===== src/rtl/id_operand_fetch.sv =====
// id_operand_fetch: RV32I decode-stage operand fetch with forwarding, load-use stall and ID/EX register
module id_operand_fetch #(
  parameter int XLEN = 32,
  parameter int RAW  = 5
) (
  input  logic            dclk,
  input  logic            rst,
  input  logic            if_valid_i,
  output logic            if_ready_o,
  input  logic [31:0]     if_inst_i,
  input  logic [XLEN-1:0] if_pc_i,
  output logic            re1_o,
  output logic            re2_o,
  output logic [RAW-1:0]  raddr1_o,
  output logic [RAW-1:0]  raddr2_o,
  input  logic [XLEN-1:0] rdata1_i,
  input  logic [XLEN-1:0] rdata2_i,
  input  logic            ex_fwd_we_i,
  input  logic [RAW-1:0]  ex_fwd_waddr_i,
  input  logic [XLEN-1:0] ex_fwd_wdata_i,
  input  logic            ex_fwd_is_load_i,
  input  logic            mem_fwd_we_i,
  input  logic [RAW-1:0]  mem_fwd_waddr_i,
  input  logic [XLEN-1:0] mem_fwd_wdata_i,
  input  logic            wb_we_i,
  input  logic [RAW-1:0]  wb_waddr_i,
  input  logic [XLEN-1:0] wb_wdata_i,
  input  logic            flush_i,
  input  logic            ex_ready_i,
  output logic            ex_valid_o,
  output logic [XLEN-1:0] ex_pc_o,
  output logic [XLEN-1:0] ex_op1_o,
  output logic [XLEN-1:0] ex_op2_o,
  output logic [XLEN-1:0] ex_imm_o,
  output logic [RAW-1:0]  ex_rd_o,
  output logic            ex_we_o,
  output logic [6:0]      ex_opcode_o,
  output logic [2:0]      ex_funct3_o,
  output logic            ex_funct7b5_o,
  output logic            ex_illegal_o
);
  localparam logic [6:0] OP_LUI = 7'b0110111, OP_AUIPC = 7'b0010111, OP_JAL = 7'b1101111,
                         OP_JALR = 7'b1100111, OP_BR = 7'b1100011, OP_LD = 7'b0000011,
                         OP_ST = 7'b0100011, OP_OPI = 7'b0010011, OP_OP = 7'b0110011;
  typedef struct packed {
    logic [XLEN-1:0] pc;
    logic [XLEN-1:0] op1;
    logic [XLEN-1:0] op2;
    logic [XLEN-1:0] imm;
    logic [RAW-1:0]  rd;
    logic            we;
    logic [6:0]      opcode;
    logic [2:0]      funct3;
    logic            f7b5;
    logic            illegal;
  } bundle_t;
  logic [31:0] i;
  logic [6:0] opc;
  logic [RAW-1:0] rs1, rs2, rd;
  logic is_lui, is_auipc, is_jal, is_jalr, is_br, is_ld, is_st, is_opi, is_op;
  logic use1, use2, illegal, wr, stall, accept, valid_q, valid_d;
  logic [XLEN-1:0] imm, op1, op2;
  bundle_t bun_d, bun_q;
  assign i = if_inst_i;
  assign opc = i[6:0];
  assign rs1 = i[15 +: RAW];
  assign rs2 = i[20 +: RAW];
  assign rd = i[7 +: RAW];
  assign is_lui = opc == OP_LUI;
  assign is_auipc = opc == OP_AUIPC;
  assign is_jal = opc == OP_JAL;
  assign is_jalr = opc == OP_JALR;
  assign is_br = opc == OP_BR;
  assign is_ld = opc == OP_LD;
  assign is_st = opc == OP_ST;
  assign is_opi = opc == OP_OPI;
  assign is_op = opc == OP_OP;
  assign use1 = is_jalr | is_br | is_ld | is_st | is_opi | is_op;
  assign use2 = is_br | is_st | is_op;
  assign illegal = !(is_lui | is_auipc | is_jal | is_jalr | is_br | is_ld | is_st | is_opi | is_op);
  assign wr = (is_lui | is_auipc | is_jal | is_jalr | is_ld | is_opi | is_op) & (rd != '0);
  assign imm = (is_ld | is_opi | is_jalr) ? {{(XLEN-12){i[31]}}, i[31:20]} :
               is_st ? {{(XLEN-12){i[31]}}, i[31:25], i[11:7]} :
               is_br ? {{(XLEN-12){i[31]}}, i[7], i[30:25], i[11:8], 1'b0} :
               (is_lui | is_auipc) ? XLEN'($signed({i[31:12], 12'b0})) :
               is_jal ? {{(XLEN-20){i[31]}}, i[19:12], i[20], i[30:21], 1'b0} : '0;
  assign re1_o = if_valid_i & use1;
  assign re2_o = if_valid_i & use2;
  assign raddr1_o = rs1;
  assign raddr2_o = rs2;
  function automatic logic [XLEN-1:0] fwd(input logic [RAW-1:0] a, input logic [XLEN-1:0] rf);
    return a == '0 ? '0 :
           (ex_fwd_we_i && ex_fwd_waddr_i == a) ? ex_fwd_wdata_i :
           (mem_fwd_we_i && mem_fwd_waddr_i == a) ? mem_fwd_wdata_i :
           (wb_we_i && wb_waddr_i == a) ? wb_wdata_i : rf;
  endfunction
  // operand resolution: youngest producer wins, x0 and unused operands read as zero
  always_comb begin
    op1 = use1 ? fwd(rs1, rdata1_i) : '0;
    op2 = use2 ? fwd(rs2, rdata2_i) : '0;
  end
  assign stall = if_valid_i & ex_fwd_is_load_i & ex_fwd_we_i & (ex_fwd_waddr_i != '0) &
                 ((use1 & (ex_fwd_waddr_i == rs1)) | (use2 & (ex_fwd_waddr_i == rs2)));
  assign if_ready_o = !rst & !flush_i & !stall & (!valid_q | ex_ready_i);
  assign accept = if_valid_i & if_ready_o;
  assign valid_d = flush_i ? 1'b0 : accept ? 1'b1 : ex_ready_i ? 1'b0 : valid_q;
  assign bun_d = '{pc: if_pc_i, op1: op1, op2: op2, imm: imm, rd: rd, we: wr, opcode: opc,
                   funct3: i[14:12], f7b5: i[30], illegal: illegal};
  // ID/EX register: loads only on accept so a stalled consumer sees a stable bundle
  always_ff @(posedge dclk) begin
    if (rst) begin
      valid_q <= 1'b0;
      bun_q <= '0;
    end else begin
      valid_q <= valid_d;
      if (accept) bun_q <= bun_d;
    end
  end
  assign ex_valid_o = valid_q;
  assign ex_pc_o = bun_q.pc;
  assign ex_op1_o = bun_q.op1;
  assign ex_op2_o = bun_q.op2;
  assign ex_imm_o = bun_q.imm;
  assign ex_rd_o = bun_q.rd;
  assign ex_we_o = bun_q.we;
  assign ex_opcode_o = bun_q.opcode;
  assign ex_funct3_o = bun_q.funct3;
  assign ex_funct7b5_o = bun_q.f7b5;
  assign ex_illegal_o = bun_q.illegal;
endmodule


===== config.mk =====
export PLATFORM = sky130hd
export DESIGN_NAME = id_operand_fetch
export DESIGN_NICKNAME = d
export VERILOG_FILES = /design/src/rtl/id_operand_fetch.sv
export SDC_FILE = /design/constraint.sdc
export NUM_CORES = 1
export LEC_CHECK = 0
export BUFFER_PORTS_ARGS = -buffer_cell sky130_fd_sc_hd__buf_2
export CORE_AREA = 2 2 159 161
export CTS_BUF_LIST = sky130_fd_sc_hd__clkbuf_2
export DETAILED_ROUTE_END_ITERATION = 10
export DIE_AREA = 0 0 161 163
export PLACE_DENSITY = 0.7
export RECOVER_POWER = 25
export REMOVE_ABC_BUFFERS = 1
export SYNTH_ARGS = -nofsm -noshare
export SYNTH_HDL_FRONTEND = slang
export SYNTH_SLANG_ARGS = --single-unit

===== constraint.sdc =====
create_clock -name dclk -period 2.7 [get_ports dclk]
set_input_delay 0 -clock dclk [delete_from_list [all_inputs] [get_ports dclk]]
set_output_delay 0 -clock dclk [all_outputs]
set_load 0.005 [all_outputs]

==> qor.yml <==
status: "finished, violations left"
violated_checks: "setup timing"
ir_worst_vdd_v: 0.0003206
synth_ff_type: "sky130_fd_sc_hd__dfxtp_1"
worstSetupStartpointType: "input pin"
cts_made_buffers: 17
final_cell_count_no_fill: 2008
critical_path.max_stage_delay_ns: 0.56
placed_standard_cell_area_sq_um: 10340
worst_setup_slack_after_layout_ns: -0.02111
cts_root_buffer: "sky130_fd_sc_hd__clkbuf_2"
core.rowCount: 58
hold_violations: 0
worst_ep_arrival_time_ns: 3.38
worst_skew_pair.late_latency_ns: 0.73
critical_path_class: "in2reg"
detail_route.iter0.violations: 1800
final_antenna_net_count: 0
grt_setup_unrepaired: "no"
final.hold.worst_slack_ns: 0.1055
slew_headroom_pct: 16.85
finalWorstPathRequiredPeriod_ns: 2.721
number_of_antenna_violations_at_the_first_check_in_global_routing: 4
worstMarginPinSlew_ns: 1.247
postRouteWirelength_mm: 41.00
setup_viol: 5
die_x_um: 161
fraction_of_the_cycle_the_final_worst_path_needs_pct: 100.8
number_of_enable_type_register_cells_in_the_synthesized_netlist: 0
cellInternalPower_uw: 3344
critical_path_required_ns: 3.36
cts_tree: "yes"
initial_core_util_pct: 32.69
proportion_of_power_drawn_by_flip_flops_and_latches_pct: 45.5
grt.total_usage_pct: 29.64
io_pins: 408
crit_family: "buffers and inverters"
cts_max_path_buffers: 2
ys_seq_area_share_pct: 36.48
routed_wire_length_per_instance_um: 20.42
cts_htree_levels: 4
power.switching_fraction_pct: 32.78
syn-cell-area_sq_um: 8066
vias: 11820
grt-ovfl-total: 0
fp.coreArea_sq_um: 24670
maximum_number_of_pins_on_one_net_before_global_route_repair: 89
clock_pin_slew_reported_for_the_worst_setup_and_hold_paths_after_clock_tree_synthesis_ns: 0.25
grt_first_pass_wirelength_mm: 62.36
netlist_instances: 1007
timing.final.max_slew_violations: 0
fp.dieArea_sq_um: 26240
dp_cells: 1655
gp_routability_congestion: 0.9178
place.port_buffers: 407
grt_pass1_vias: 11810
synth_warnings: 0
class_of_the_worst_hold_path: "in2reg"
first_pass_iters: 8
cell_breakdown_of_the_critical_path: "dlygate4sd3_1 > buf_2 > nor2_1 > and4_1 > nand4_1 > a211o_2 > a21oi_4 > buf_12 > a221o_1 > dlygate4sd3_1"
p_comb_share_pct: 25.3
share_of_async_settable_or_async_resettable_flops_after_synthesis_pct: 0
clkSinkCount: 147
timing.clock.skew_ns: 0.05126
post-route-drc-count: 0
layout-drive-gt1-share_pct: 26.21
p_leak_uw: 0.005943
detailed_place_hpwl_mm: 24.04
finalNetCount: 1910
ys_ff_latch: 147
netSwitchingPower_uw: 1631
power.density_cell_area_nw_per_um2: 362.3
power.share.clock_pct: 29.2
cp-end-kind: "flop"
synthToLayoutAreaGrowth_pct: 70.20
clock.fmax_mhz: 367.5
avgSynthCellArea_sq_um: 8.010
cp_num_buf_inv: 4
maxCapViolCount: 0
total_non_filler_cell_area_in_the_finished_layout_sq_um: 13730
timing.critical_path.mode_cell: "sky130_fd_sc_hd__dlygate4sd3_1"
dieHeight_um: 163
crit_path_max_fanout: 63
detail_route.vias_per_cell: 5.887
cp_max_stage_cell: "sky130_fd_sc_hd__dlygate4sd3_1"
synth_cell_type_count: 49
## Yosys cell counts (all sizes together), types with 24 or more instances
library cell / n / area (sq um)
a21oi: 64 / 331.6
a221o: 31 / 310.3
a221oi: 24 / 210.2
a22oi: 25 / 187.7
a2bb2oi: 24 / 210.2
buf: 42 / 242.7
clkbuf: 82 / 307.8
dfxtp: 147 / 2943
nand2: 67 / 251.5
nand2b: 29 / 181.4
nand3: 54 / 270.3
nor2: 80 / 300.3
nor4: 32 / 200.2
o21ai: 92 / 460.4
o22ai: 26 / 162.7
o2bb2ai: 32 / 280.3
## cells in the final DEF (no fill, tap or decap), types with 3 or more instances in the layout
master and count:
sky130_fd_sc_hd__o211a_1 6, sky130_fd_sc_hd__or4_1 4, sky130_fd_sc_hd__or2_2 3, sky130_fd_sc_hd__a22oi_1 25, sky130_fd_sc_hd__a21oi_1 62, sky130_fd_sc_hd__inv_1 11
sky130_fd_sc_hd__a221o_1 31, sky130_fd_sc_hd__nor3_1 15, sky130_fd_sc_hd__nand2_1 67, sky130_fd_sc_hd__xor2_1 5, sky130_fd_sc_hd__and3b_1 4, sky130_fd_sc_hd__a2bb2oi_1 24
sky130_fd_sc_hd__nor2_1 77, sky130_fd_sc_hd__clkinvlp_4 4, sky130_fd_sc_hd__dfxtp_1 147, sky130_fd_sc_hd__buf_12 5, sky130_fd_sc_hd__nand4_1 12, sky130_fd_sc_hd__o31a_1 8
sky130_fd_sc_hd__inv_6 6, sky130_fd_sc_hd__buf_4 29, sky130_fd_sc_hd__nand2b_1 29, sky130_fd_sc_hd__clkbuf_1 55, sky130_fd_sc_hd__o21ai_0 92, sky130_fd_sc_hd__clkbuf_2 18
sky130_fd_sc_hd__nand3_1 54, sky130_fd_sc_hd__a211oi_1 16, sky130_fd_sc_hd__o2bb2ai_1 32, sky130_fd_sc_hd__xnor2_1 23, sky130_fd_sc_hd__o22ai_1 26, sky130_fd_sc_hd__diode_2 3
sky130_fd_sc_hd__a221oi_1 24, sky130_fd_sc_hd__nor2b_1 3, sky130_fd_sc_hd__o311a_1 23, sky130_fd_sc_hd__buf_2 353, sky130_fd_sc_hd__dlygate4sd3_1 316, sky130_fd_sc_hd__nor4_1 32
## power by group through the flow
stage	sequential (uW)	combinational (uW)	clock (uW)
final	2260	1260	1450
after global routing	2270	1320	1560
after CTS	2260	1200	1480
after detailed placement	2300	875	0
after global placement	2300	868	0
after floorplan	2300	370	0
## through the flow
stage	TNS [ns]	util [%]	setup slack, ns	total power (uW)
4_1_cts	0	55.79	0.08466	4937
5_1_grt	0	55.64	0.007915	5152
3_5_place_dp	0	41.90	0.3116	3172
6_report	-0.04741	55.64	-0.02111	4975
2_1_floorplan	-10.04	-	-0.1979	2670
3_3_place_gp	0	41.90	0.4199	3163
## flip-flops by register name (all words and copies together), names as in the netlist
name           flops
ex_op1_o          32
ex_valid_o         1
ex_imm_o          32
ex_rd_o            5
ex_we_o            1
ex_opcode_o        7
ex_pc_o           32
ex_op2_o          32
ex_illegal_o       1
ex_funct3_o        3
ex_funct7b5_o      1
## metal layers
metal,GRT usage [%],part of all wire (%)
met1,33.80,36
met2,49.90,47
met3,7.741,11
met4,17.98,5.9
met5,0,0.032
## timing repair
item / in CTS / in global routing
endpoints found under the setup margin: 0 / 60
hold buffers: 317 / 0
gates resized for setup: 0 / 5
endpoints found under the hold margin: 147 / 0
buffers inserted: 0 / 2
## logic make-up after synthesis
family                    share of synthesized area [%]
AOI/OAI and AO/OA                                 33.69
xor gates and xnor gates                          3.257
buffers and inverters                             7.337
DFF                                               36.48
muxes                                            0.1241
and+or+nand+nor                                   19.11
## worst reg2reg max path, delay by kind of cell (launching register included)
family	cells	cell delay (ns)
buf+inv	2	1.18
simple gates	3	0.72
flops	1	0.38
compound gates	1	0.27
## layout make-up
type	instances	area [sq um]
sequential	147	2943
clock buffer	18	90.09
multi-input combinational	725	4593
antenna	3	7.507
clock inverter	14	165.2
timing repair buffer	760	5477
tap	330	412.9
fill	2173	10940
inverter	11	41.29
## worst paths after layout
path           startpoint      endpoint  slack (ns)  cells past startpoint
max          if_inst_i[3]   ex_op1_o[1]       -0.02                     10
min            if_pc_i[2]    ex_pc_o[2]        0.11                      4
max reg2reg    ex_valid_o   ex_pc_o[12]        0.11                      6
min reg2reg  ex_op2_o[20]  ex_op2_o[20]        0.49                      1
No activity file was read; power rests on OpenSTA's default activity.
